$ cat src/rtl/rcv_read_seq_ctrl.sv
// rcv_read_seq_ctrl: sequences one DRAM read burst on the receive side.
// It flushes the DQ FIFO, waits out the dummy cycles, opens the capture
// window for rd_len cycles, then drains the FIFO to the downstream port.
// Aborts and drain timeouts finish with a second flush. Every path ends
// with a one-cycle rd_done that carries the sticky error status.
//
// Downstream handshake: down_ready high in cycle N means the consumer can
// take one word in cycle N+1. A FIFO pop is issued in cycle N only when
// down_ready is high in that cycle. The popped word appears in cycle N+1 as
// rd_data with rd_data_valid, and it cannot be stalled. rd_last marks
// word number rd_len.
module rcv_read_seq_ctrl #(
  parameter int TIMEOUT_CYCLES = 1023,
  parameter int LEN_WIDTH      = 8
) (
  input  logic                 mem_clk,
  input  logic                 reset_n,
  input  logic                 rd_req,
  input  logic [LEN_WIDTH-1:0] rd_len,
  input  logic [4:0]           rd_dummy,
  input  logic                 rd_abort,
  input  logic                 down_ready,
  input  logic                 rcv_dqfifo_empty,
  input  logic                 rcv_dqfifo_almost_full_sync,
  input  logic                 rcv_dq_fifo_flush_done,
  input  logic [15:0]          rcv_dqfifo_dout,
  output logic                 start_read,
  output logic                 rcv_dq_fifo_flush_en,
  output logic                 rcv_dqfifo_rd_en,
  output logic [15:0]          rd_data,
  output logic                 rd_data_valid,
  output logic                 rd_last,
  output logic                 rd_busy,
  output logic                 rd_done,
  output logic [1:0]           rd_err
);

  // The idle counter only has to reach TIMEOUT_CYCLES-1.
  localparam int IDLE_W = (TIMEOUT_CYCLES > 1) ? $clog2(TIMEOUT_CYCLES) : 1;
  localparam logic [IDLE_W-1:0]    IDLE_LIMIT = IDLE_W'(TIMEOUT_CYCLES - 1);
  localparam logic [LEN_WIDTH-1:0] LEN_ONE    = LEN_WIDTH'(1);

  typedef enum logic [2:0] {
    S_IDLE,
    S_PRE_FLUSH,
    S_DUMMY,
    S_READ,
    S_DRAIN,
    S_POST_FLUSH,
    S_DONE
  } state_t;

  state_t               state_q, state_d;
  logic [LEN_WIDTH-1:0] len_q;
  logic [4:0]           dummy_q;
  logic [4:0]           dummy_cnt_q;
  logic [LEN_WIDTH-1:0] issue_cnt_q;
  logic [LEN_WIDTH-1:0] pop_cnt_q;
  logic [IDLE_W-1:0]    idle_cnt_q;
  logic [1:0]           err_q;
  logic                 flush_q, flush_d;
  logic                 valid_q;
  logic                 last_q;

  logic accept;
  logic in_xfer;
  logic abort_hit;
  logic pop;
  logic drain_done;
  logic timeout_hit;

  // Qualify requests, aborts and FIFO pops from the current state.
  always_comb begin
    accept      = (state_q == S_IDLE) && rd_req && (rd_len != '0);
    in_xfer     = (state_q == S_READ) || (state_q == S_DRAIN);
    abort_hit   = rd_abort && ((state_q == S_PRE_FLUSH) || (state_q == S_DUMMY) ||
                               (state_q == S_READ) || (state_q == S_DRAIN));
    pop         = in_xfer && !rd_abort && !rcv_dqfifo_empty && down_ready &&
                  (pop_cnt_q < len_q);
    // The last word either shows up now or was already delivered while
    // the burst was still in READ.
    drain_done  = last_q || ((pop_cnt_q == len_q) && !valid_q);
    timeout_hit = (state_q == S_DRAIN) && !drain_done && !pop &&
                  (idle_cnt_q == IDLE_LIMIT);
  end

  // Next-state logic and the flush request, which is registered to give a clean pulse.
  always_comb begin
    state_d = state_q;
    flush_d = 1'b0;
    case (state_q)
      S_IDLE: begin
        if (accept) begin
          state_d = S_PRE_FLUSH;
          flush_d = 1'b1;
        end
      end
      S_PRE_FLUSH: begin
        if (rcv_dq_fifo_flush_done) state_d = (dummy_q != '0) ? S_DUMMY : S_READ;
      end
      S_DUMMY: begin
        if (dummy_cnt_q <= 5'd1) state_d = S_READ;
      end
      S_READ: begin
        if (issue_cnt_q >= (len_q - LEN_ONE)) state_d = S_DRAIN;
      end
      S_DRAIN: begin
        if (drain_done) begin
          state_d = S_DONE;
        end else if (timeout_hit) begin
          state_d = S_POST_FLUSH;
          flush_d = 1'b1;
        end
      end
      S_POST_FLUSH: begin
        if (rcv_dq_fifo_flush_done) state_d = S_DONE;
      end
      S_DONE:  state_d = S_IDLE;
      default: state_d = S_IDLE;
    endcase
    // An abort overrides any other transition of an active transfer.
    if (abort_hit) begin
      state_d = S_POST_FLUSH;
      flush_d = 1'b1;
    end
  end

  // State register and flush pulse. Reset issues no flush.
  always_ff @(posedge mem_clk) begin
    if (!reset_n) begin
      state_q <= S_IDLE;
      flush_q <= 1'b0;
    end else begin
      state_q <= state_d;
      flush_q <= flush_d;
    end
  end

  // Latch the request parameters and run the dummy, issue, pop and idle counters.
  always_ff @(posedge mem_clk) begin
    if (!reset_n) begin
      len_q       <= '0;
      dummy_q     <= '0;
      dummy_cnt_q <= '0;
      issue_cnt_q <= '0;
      pop_cnt_q   <= '0;
      idle_cnt_q  <= '0;
    end else begin
      if (accept) begin
        len_q   <= rd_len;
        dummy_q <= rd_dummy;
      end

      if ((state_q == S_PRE_FLUSH) && (state_d == S_DUMMY)) begin
        dummy_cnt_q <= dummy_q;
      end else if ((state_q == S_DUMMY) && (dummy_cnt_q != '0)) begin
        dummy_cnt_q <= dummy_cnt_q - 5'd1;
      end

      if (accept) begin
        issue_cnt_q <= '0;
      end else if ((state_q == S_READ) && (issue_cnt_q != len_q)) begin
        issue_cnt_q <= issue_cnt_q + LEN_ONE;
      end

      if (accept) begin
        pop_cnt_q <= '0;
      end else if (pop) begin
        pop_cnt_q <= pop_cnt_q + LEN_ONE;
      end

      if ((state_q != S_DRAIN) || pop) begin
        idle_cnt_q <= '0;
      end else if (idle_cnt_q != IDLE_LIMIT) begin
        idle_cnt_q <= idle_cnt_q + IDLE_W'(1);
      end
    end
  end

  // FIFO read data is one cycle behind the pop, so valid and last follow the pop.
  always_ff @(posedge mem_clk) begin
    if (!reset_n) begin
      valid_q <= 1'b0;
      last_q  <= 1'b0;
    end else begin
      valid_q <= pop;
      last_q  <= pop && (pop_cnt_q == (len_q - LEN_ONE));
    end
  end

  // Sticky status. It is cleared only when the next request is accepted.
  always_ff @(posedge mem_clk) begin
    if (!reset_n) begin
      err_q <= 2'b00;
    end else if (accept) begin
      err_q <= 2'b00;
    end else begin
      if (abort_hit || timeout_hit)               err_q[0] <= 1'b1;
      if (in_xfer && rcv_dqfifo_almost_full_sync) err_q[1] <= 1'b1;
    end
  end

  assign start_read           = (state_q == S_READ);
  assign rcv_dq_fifo_flush_en = flush_q;
  assign rcv_dqfifo_rd_en     = pop;
  assign rd_data              = rcv_dqfifo_dout;
  assign rd_data_valid        = valid_q;
  assign rd_last              = last_q;
  assign rd_busy              = (state_q != S_IDLE);
  assign rd_done              = (state_q == S_DONE);
  assign rd_err               = err_q;

endmodule
$ cat config.mk
export PLATFORM = sky130hd
export DESIGN_NAME = rcv_read_seq_ctrl
export DESIGN_NICKNAME = d
export VERILOG_FILES = /design/src/rtl/rcv_read_seq_ctrl.sv
export SDC_FILE = /design/constraint.sdc
export NUM_CORES = 1
export LEC_CHECK = 0
export ABC_CLOCK_PERIOD_IN_PS = 2200
export BUFFER_PORTS_ARGS = -buffer_cell sky130_fd_sc_hd__buf_2
export CAP_MARGIN = 20
export CORE_ASPECT_RATIO = 2
export CORE_MARGIN = 3
export CORE_UTILIZATION = 50
export DETAILED_ROUTE_END_ITERATION = 16
export PLACE_DENSITY = 0.72
export SYNTH_ARGS = -nofsm -noshare
export SYNTH_HDL_FRONTEND = slang
export SYNTH_SLANG_ARGS = --single-unit
export TNS_END_PERCENT = 50
$ cat constraint.sdc
create_clock -name mem_clk -period 2.2 [get_ports mem_clk]
set_clock_uncertainty 0.1 [all_clocks]
set_input_delay 0.22 -clock mem_clk [delete_from_list [all_inputs] [get_ports mem_clk]]
set_output_delay 0.22 -clock mem_clk [all_outputs]
set_load 0.02 [all_outputs]
==> flow_metrics.tcl <==
set metrics [dict create \
    fp.dieW_microns 62.9 \
    hp-start "rcv_dqfifo_almost_full_sync" \
    postRouteAntennaNets 0 \
    overflow 0 \
    ioPinCount 62 \
    first_iter_violations 170 \
    synth_top_family_by_area "simple AND/OR/NAND/NOR gates" \
    synth_simple_gate_area_share_pct 23.9 \
    setup_viol 4 \
    setup_ws_ns -0.122 \
    synth_cell_types 50 \
    yosysWarnings 0 \
    yosysSeqAreaShare_pct 32.1 \
    ir_drop_uv 687 \
    syn2layout_area_growth_pct 28.0 \
    power.leakage_nw 1.72 \
    synthCells 386 \
    num_vias 3028 \
    fp-row-count 40 \
    drv_slew 0 \
    grt_busiest_layer "met2" \
    clk_path_buf_depth 2 \
    fillCellCount 487 \
    start_util_pct 52.7 \
    clk_pin_slew_ns 0.06 \
    timing.rr.start "len_q[2]" \
    hp-class "input pin to flop" \
    synth_adder_area_share_pct 8.88 \
    htreeDepth 2 \
    hold_viol 0 \
    cp.arrival_ns 2.46 \
    antenna_found_initial 0 \
    numCtsBuffers 5 \
    synth.area.mux_share_pct 4.01 \
    crit_path_start_kind "flop" \
    die_area_sq_mm 0.00754 \
    grtUsageMet2_pct 45.5 \
    synth_area_leaders "dfxtp_1, ha_1, xnor2_1, nor2_1, mux2i_1" \
    power_density_mw_per_mm2 990 \
    crit_required_ns 2.34 \
    synth_ff_type "dfxtp_1" \
    end_kind "flop" \
    root_buffer "clkbuf_16" \
    slew_headroom_pct 66.4 \
    nets 510 \
    yosys_register_bits 52 \
    grt_pass1_vias 2972 \
    drv_cap 0 \
    finalCritPeriodShare_pct 106 \
    clock.fmax_ghz 0.431 \
    place_congestion 1.02 \
    tritoncts "yes" \
    rsz0062_at_grt "true" \
    cp_max_fo 4 \
    synth.avg_cell_area_sq_um 8.40 \
    postCtsHoldBufs 0 \
    place.detailed.hpwl_microns 6560 \
    antenna_cells 0 \
    seq_area_sq_mm 0.00105 \
    routedWlPerCell_microns 16.9 \
    max_slew.worst_pin.slew_ns 0.500 \
    drc 0 \
    syn_area_sq_mm 0.00324 \
    grt_max_degree 28 \
    violations "setup timing" \
    final_common_cell "nor2_1" \
    synth_xor_area_share_pct 10.7 \
    track_usage_pct 23.7 \
    met3_usage_pct 3.18 \
    die_y_microns 120 \
    multiInputGateArea_sq_mm 0.00213 \
    status "complete, but fails checks" \
    synth-compound-area-share_pct 12.2 \
    yosys.area.top_type "dfxtp_1" \
    netlist.area_leader.share_pct 32.1 \
    cts_sinks 52 \
    port_buffers 29 \
    core_sq_mm 0.00616 \
    synth_edf_count 0 \
    place_worst_setup_slack_ns -0.106 \
    fin_crit_ns 2.32 \
    clk_latency_ns 0.30 \
    crit_type "flop to flop" \
    grtUsageMet1_pct 23.9 \
    final_cell_mix "nor2_1, buf_4, dfxtp_1, buf_2, xnor2_1" \
    drt-pass1-iter-count 4 \
    routed_via_density 5.66 \
    routed_wl_microns 9060 \
    async_reset_ff_share_pct 0 \
    syn-num-nets 446 \
    grt_pass1_wl_microns 14200 \
    finalPower_mw 4.11 \
    worstSetupStartpoint "len_q[2]" \
    drive_gt1_share_pct 29.3 \
]
-- final cells by class --
class	count	share of cell area [%]
clock buffer	6	3.11
timing repair buffer	84	14.4
tap	84	2.53
clock inverter	2	0.844
multi-input combinational	282	51.3
inverter	25	2.50
sequential	52	25.3
-- per-layer routing --
layer	share of wire, %	wire, microns
met5	0	0
met1	36	3260
met2	55	5020
met3	3.0	274
met4	5.6	507
-- repair_timing --
action                                 CTS  global route
resized for setup                       12            33
endpoints found under the hold margin    0             0
setup endpoints to repair                4            16
pin swaps                                5            19
setup buffers                            2            12
-- final timing paths --
path | depth (start not counted) | slack [ns] | endpoint
worst max-delay path | 8 | -0.12 | state_q[1]
worst min-delay path | 3 | 0.05 | rd_err[1]
worst max register to register | 8 | -0.12 | state_q[1]
worst min register to register | 2 | 0.36 | rd_err[1]
-- Yosys cell counts (2+ instances only) --
library cell / n
ha_1: 23
o21ai_0: 6
nand3_1: 13
a21oi_1: 23
nor4b_1: 2
nand2b_1: 5
nand4_1: 6
nand4b_1: 2
buf_2: 2
o211ai_1: 3
buf_4: 16
a31oi_1: 5
dfxtp_1: 52
xnor2_1: 27
nor4_1: 8
clkbuf_1: 8
xor2_1: 10
or3_1: 6
nand2_1: 20
a21o_1: 2
a211oi_1: 9
and2_1: 3
o31a_1: 2
o2111ai_1: 2
nor3_1: 4
and4_1: 5
and3_1: 2
nor3b_1: 5
mux2i_1: 13
nor2_1: 58
nor3_2: 2
inv_1: 24
-- report_power, final --
part / internal, mW / switching (mW) / total, mW
combinational: 0.984 / 1.08 / 2.07
clock: 0.536 / 0.347 / 0.882
sequential: 1.05 / 0.109 / 1.16
total: 2.57 / 1.54 / 4.11
-- per-stage QoR --
stage	utilization [%]	cell area [sq um]	hold slack, ns	setup TNS (ns)	instances
after global routing	67.4	4150	0.0756	-1.01	535
after detailed placement	59.4	3650	0.340	-0.228	513
after global placement	59.4	3650	0.340	-0.132	513
after floorplan	-	3250	0.248	-0.0132	386
after CTS	63.2	3890	0.0559	-0.0372	523
final	67.4	4150	0.0519	-0.234	535
-- worst max-delay path: stages (launching register included) --
cell and delay, ns:
dfxtp_2 0.36, buf_6 0.14, clkinvlp_4 0.16, ha_4 0.32, nand3_1 0.08, o41a_1 0.41
or3_1 0.37, a21oi_2 0.16, o311a_1 0.16
-- logic make-up (layout without fill, tap and decap cells) --
family                   Yosys count  count (layout)
AND/OR/NAND/NOR                  148             148
buffers and inverters             52             117
adder cells (fa/ha/maj)           23              23
flip-flops                        52              52
XOR/XNOR                          38              38
AO/OA/AOI/OAI                     60              60
multiplexers                      13              13
-- sequential cells by signal, indices dropped and copies added (netlist names), 2 cells and up --
signal,cells
idle_cnt_q,10
issue_cnt_q,8
len_q,8
pop_cnt_q,8
dummy_cnt_q,5
dummy_q,5
state_q,3
rd_err,2
Power figures use the tool's default switching activity.
